File: src/rtl/rr_gap_arbiter_pkg.sv
// Shared types and parameter limits for the round-robin gap arbiter.
// Latency: n/a (types and constants only).
// Backpressure: n/a.
package rr_gap_arbiter_pkg;

    // Arbiter FSM: GAP is the forced idle cycle that follows every grant.
    typedef enum logic [1:0] {
        IDLE  = 2'd0,
        GRANT = 2'd1,
        GAP   = 2'd2
    } arb_state_e;

    // Legal parameter ranges.
    localparam int N_REQ_MIN    = 2;
    localparam int N_REQ_MAX    = 16;
    localparam int HOLD_MAX_MIN = 1;
    localparam int HOLD_MAX_MAX = 255;

endpackage

File: src/rtl/rr_gap_arbiter_pick.sv
// Combinational round-robin picker: first set request at or after last+1, wrapping.
// Latency: 0 cycles (pure combinational).
// Backpressure: none; valid is low when no request is present.
// Ports: req (request vector), last (previous winner), valid (a winner exists), idx (winner).
module rr_pick #(
    parameter int N_REQ = 4,
    parameter int IW    = $clog2(N_REQ)
) (
    input  logic [N_REQ-1:0] req,
    input  logic [IW-1:0]    last,
    output logic             valid,
    output logic [IW-1:0]    idx
);

    int          w_cand;
    logic [IW-1:0] w_cand_idx;

    // Walk offsets 1..N_REQ from last; offset N_REQ lands back on last itself,
    // so the previous winner is considered only after every other requester.
    always_comb begin
        valid      = 1'b0;
        idx        = '0;
        w_cand     = 0;
        w_cand_idx = '0;
        for (int k = 1; k <= N_REQ; k++) begin
            w_cand     = (int'(last) + k) % N_REQ;
            w_cand_idx = w_cand[IW-1:0];
            if (!valid && req[w_cand_idx]) begin
                valid = 1'b1;
                idx   = w_cand_idx;
            end
        end
    end

endmodule

File: src/rtl/rr_gap_arbiter.sv
// Round-robin owner arbiter with one idle gap cycle between grants and a hold-time limit.
// Latency: grant registered 1 cycle after req is sampled; release 1 cycle after done is sampled.
// Backpressure: requests are level-held; losers simply wait, owner releases via done or timeout.
// Ports: clk, rst (sync, active-high), req/done [N_REQ], gnt [N_REQ] one-hot-or-zero,
//        gnt_id (owner index, 0 when idle), busy (|gnt), timeout (1-cycle revoke pulse).
// Optional macro RR_GAP_ARBITER_ASSERTIONS_EN compiles in embedded temporal assertions.
module rr_gap_arbiter
    import rr_gap_arbiter_pkg::*;
#(
    parameter int N_REQ    = 4,
    parameter int HOLD_MAX = 8
) (
    input  logic                     clk,
    input  logic                     rst,
    input  logic [N_REQ-1:0]         req,
    input  logic [N_REQ-1:0]         done,
    output logic [N_REQ-1:0]         gnt,
    output logic [$clog2(N_REQ)-1:0] gnt_id,
    output logic                     busy,
    output logic                     timeout
);

    localparam int IW = $clog2(N_REQ);
    localparam int HW = $clog2(HOLD_MAX + 1);
    localparam logic [HW-1:0] HOLD_LIMIT = HW'(HOLD_MAX);

    if (N_REQ < N_REQ_MIN || N_REQ > N_REQ_MAX ||
        HOLD_MAX < HOLD_MAX_MIN || HOLD_MAX > HOLD_MAX_MAX) begin : g_param_check
        $error("rr_gap_arbiter: parameter out of range");
    end

    arb_state_e       r_state;
    logic [N_REQ-1:0] r_gnt;
    logic [IW-1:0]    r_gnt_id;
    logic [IW-1:0]    r_last;
    logic [HW-1:0]    r_hcnt;
    logic             r_busy;
    logic             r_timeout;

    arb_state_e       w_state_nxt;
    logic [N_REQ-1:0] w_gnt_nxt;
    logic [IW-1:0]    w_gnt_id_nxt;
    logic [IW-1:0]    w_last_nxt;
    logic [HW-1:0]    w_hcnt_nxt;
    logic             w_timeout_nxt;

    logic             w_pick_vld;
    logic [IW-1:0]    w_pick_idx;

    rr_pick #(
        .N_REQ (N_REQ),
        .IW    (IW)
    ) u_pick (
        .req   (req),
        .last  (r_last),
        .valid (w_pick_vld),
        .idx   (w_pick_idx)
    );

    always_ff @(posedge clk) begin
        if (rst) begin
            r_state   <= IDLE;
            r_gnt     <= '0;
            r_gnt_id  <= '0;
            r_last    <= IW'(N_REQ - 1);
            r_hcnt    <= '0;
            r_busy    <= 1'b0;
            r_timeout <= 1'b0;
        end else begin
            r_state   <= w_state_nxt;
            r_gnt     <= w_gnt_nxt;
            r_gnt_id  <= w_gnt_id_nxt;
            r_last    <= w_last_nxt;
            r_hcnt    <= w_hcnt_nxt;
            r_busy    <= |w_gnt_nxt;
            r_timeout <= w_timeout_nxt;
        end
    end

    always_comb begin
        w_state_nxt   = r_state;
        w_gnt_nxt     = r_gnt;
        w_gnt_id_nxt  = r_gnt_id;
        w_last_nxt    = r_last;
        w_hcnt_nxt    = r_hcnt;
        w_timeout_nxt = 1'b0;

        case (r_state)
            IDLE, GAP: begin
                // IDLE and GAP share the pick; GAP only differs in that gnt
                // was just dropped, which guarantees the idle cycle.
                w_state_nxt  = IDLE;
                w_gnt_nxt    = '0;
                w_gnt_id_nxt = '0;
                w_hcnt_nxt   = '0;
                if (w_pick_vld) begin
                    w_state_nxt             = GRANT;
                    w_gnt_nxt[w_pick_idx]   = 1'b1;
                    w_gnt_id_nxt            = w_pick_idx;
                    w_last_nxt              = w_pick_idx;
                    w_hcnt_nxt              = HW'(1);
                end
            end
            GRANT: begin
                if (done[r_gnt_id] || r_hcnt == HOLD_LIMIT) begin
                    w_state_nxt   = GAP;
                    w_gnt_nxt     = '0;
                    w_gnt_id_nxt  = '0;
                    w_hcnt_nxt    = '0;
                    // A release in the final hold cycle is a normal release.
                    w_timeout_nxt = !done[r_gnt_id];
                end else begin
                    w_hcnt_nxt = r_hcnt + HW'(1);
                end
            end
            default: begin
                w_state_nxt  = IDLE;
                w_gnt_nxt    = '0;
                w_gnt_id_nxt = '0;
                w_hcnt_nxt   = '0;
            end
        endcase
    end

    assign gnt     = r_gnt;
    assign gnt_id  = r_gnt_id;
    assign busy    = r_busy;
    assign timeout = r_timeout;

`ifdef RR_GAP_ARBITER_ASSERTIONS_EN
    

    

    

    

    

    for (genvar gi = 0; gi < N_REQ; gi++) begin : g_done_chk
        
    end

    
`endif

endmodule

File: config.mk
export PLATFORM = sky130hd
export DESIGN_NAME = rr_gap_arbiter
export DESIGN_NICKNAME = d
export VERILOG_FILES = /design/src/rtl/rr_gap_arbiter_pkg.sv /design/src/rtl/rr_gap_arbiter_pick.sv /design/src/rtl/rr_gap_arbiter.sv
export SDC_FILE = /design/constraint.sdc
export NUM_CORES = 1
export LEC_CHECK = 0
export ABC_AREA = 1
export CAP_MARGIN = 20
export CORE_UTILIZATION = 35
export DETAILED_ROUTE_END_ITERATION = 8
export PLACE_DENSITY = 0.6
export SYNTH_ARGS = -nofsm -noshare
export SYNTH_HDL_FRONTEND = slang
export SYNTH_SLANG_ARGS = --single-unit
File: constraint.sdc
create_clock -name clk -period 2 [get_ports clk]
set_clock_uncertainty 0.15 [all_clocks]
set_input_delay 0.2 -clock clk [delete_from_list [all_inputs] [get_ports clk]]
set_output_delay 0.2 -clock clk [all_outputs]
set_load 0.005 [all_outputs]
==> key figures <==
Yosys
  • Syn nets: 151
  • Sequential area share after synthesis: 0.337
  • Most common flop cell mapped by yosys: dfxtp_1
  • Synth area leaders: dfxtp_1 34%, nand2_1 16%, inv_1 7.5%, nand2_4 5.9%, nand3_1 5.8%
  • Synthesized flop and latch total: 16
  • Cell count after synthesis: 139
  • Synth Cell Area: 951 um2
  • Syn_area_per_cell: 6.84 um2
  • Cell variety after synth: 27
  • Ys async rst share: 0
  • Number of synthesized flops with an enable pin: 0
  • Yosys top cell area share: 0.337
  • Number of warnings issued by yosys: 0
  • Area leader, netlist: dfxtp_1

Setup path
  • R2R depth: 14
  • CP endpoint kind: register
  • Crit-path max FO: 9
  • WS Path Type: register to register
  • Critical Path RT: 2020 ps
  • WP data arrival: 1880 ps
  • Crit start category: register

STA
  • Max Freq: 539 MHz
  • Setup WS post-layout: 146 ps
  • Hold Fails Final Rpt: 0
  • Relative slew slack: 0.798
  • Hold WS: 301 ps
  • Final critical-path share of the clock period: 0.927
  • Minimum clock period: 1850 ps
  • Slew at the pin closest to its max-slew limit: 300 ps
  • Setup Viol. Count Final: 0
  • Max-slew violations: 0

Clocking
  • H-tree depth: 1
  • Worst-case clock buffer depth: 2
  • Clock transition at path regs: 80 ps
  • Worst skew pair latency: 280 ps
  • Clock root cell: clkbuf_4
  • CTS buffer count: 3
  • CTS tree: yes
  • CTS sink cnt: 16
  • CTS Hold Bufs: 0

GRT
  • Vias in the first global route: 835
  • GR Util All Layers: 0.156
  • First-pass GRT wire length: 3.28 mm
  • Initial antenna violation count: 0
  • Largest net degree at the start of global routing: 10
  • Remaining global-route overflow: 0

Placed design
  • Port buffer count: 17
  • HPWL after detailed placement: 1.58 mm
  • Placement Setup Slack: -6.67 ps
  • DP Cell Count: 189
  • Gp weighted congestion: 0.790

Floorplanning
  • Die ar.: 2930 um2
  • Num rows: 18
  • DIE HEIGHT: 54.1 um
  • Core Footprint: 2520 um2
  • Die width: 54.1 um
  • I/O Pins: 18
  • Initial Util: 0.377

Drt
  • Initial DRC count: 31
  • Total Routed Length: 1.94 mm
  • Drt pass-1 iters: 4
  • DR vias/cell: 4.79
  • Drt wl/cell: 10.1 um
  • Routed vias: 920
  • Drc violations: 0
  • Antenna viol nets, final: 0

Layout
  • Commonest non-fill, non-tap cell in the layout: nand2_1
  • Layout area overhead: 28.2%
  • Inserted Diodes: 0
  • Final core utilization: 0.483
  • Layout cells sized above 1: 0.173
  • Fin nets: 176
  • Post-route insts no fill: 192
  • Commonest non-fill, non-tap cells in the layout: 39 x nand2_1, 19 x inv_1, 17 x clkdlybuf4s50_1, 16 x dfxtp_1, 11 x nand3_1

Hold path
  • Hold path depth: 1
  • Worst min-delay path category: register to register

Job
  • Max-cap violations: 0

Power
  • Cell area power density: 1500 nW/um2
  • Leak: 0.000589 uW
  • Worst vdd ir: 0.000707 V

Status
  • Outcome: finished, final reports clean
-- power breakdown --
| group | internal (uW) | switching [uW] |
|---|---|---|
| sequential | 425 | 63.9 |
| combinational | 496 | 681 |
| clock | 69.9 | 91.1 |
| total | 990 | 836 |
-- routing by layer --
layer	global-route usage	wire (um)	vias to the layer above
li1	-	-	485
met1	0.194	899	409
met2	0.248	866	22
met3	0.0565	132	4
met4	0.0513	42	0
met5	0	0	-
-- state kept, by name, summed over array words and instances (netlist names) --
name and count:
timeout 1, r_last 2, gnt 4, gnt_id 2, busy 1, r_hcnt 4, r_state 2
-- metrics by stage --
step	power [uW]	instance area, um2	setup TNS [ps]
5_1_grt	2010	1220	-1.85
3_3_place_gp	1650	1190	0
6_report	1830	1220	0
2_1_floorplan	1310	951	0
4_1_cts	1840	1220	0
3_5_place_dp	1670	1190	-6.67
-- cell families after synthesis --
group           after synthesis  share of synthesized area
fa+ha+maj                     2                     0.0263
simple gates                 81                      0.422
xor+xnor                      2                     0.0184
buf+inv                      25                      0.112
flops                        16                      0.337
compound gates               13                     0.0842
-- area by class of cell --
cell class	count	area, um2
fillers	265	1300
multi-input cells	98	527
flip-flops and latches	16	320
repair buffers	22	220
inverters	23	91.3
well taps	30	37.5
clock buffers	3	22.5
-- what timing repair did --
action / CTS / global route
resized for setup: 0 / 1
buffers inserted: 0 / 0
endpoints found under the setup margin: 0 / 1
endpoints found under the hold margin: 0 / 0
-- worst max-delay path, cell delays in order, from the launching register on --
cell,delay (ps)
dfxtp_1,360
buf_12,140
inv_6,50
nand2_2,50
nand2_1,90
nand2_2,100
nand2_4,50
nor2_4,100
nand3_1,120
nand2_1,110
nand2_2,80
nand3_1,110
nand2_1,60
nor2_1,100
a21oi_1,70
-- worst paths after layout --
check,start,end,slack (ps)
hold / removal,r_state[1],r_state[1],300
setup / recovery,r_last[0],busy,150
hold reg to reg,r_state[1],r_state[1],300
setup reg to reg,r_last[0],busy,150
-- synth_stat cells (2+ instances only) --
cell type and number:
nand2_2 8, a21oi_1 6, dfxtp_1 16, ha_1 2, nand2_4 5, nand4_1 4
nand3_1 11, nand2_1 40, o211ai_1 2, inv_1 19, inv_2 2, nor2_1 9
(Power assumes the default switching activity.)
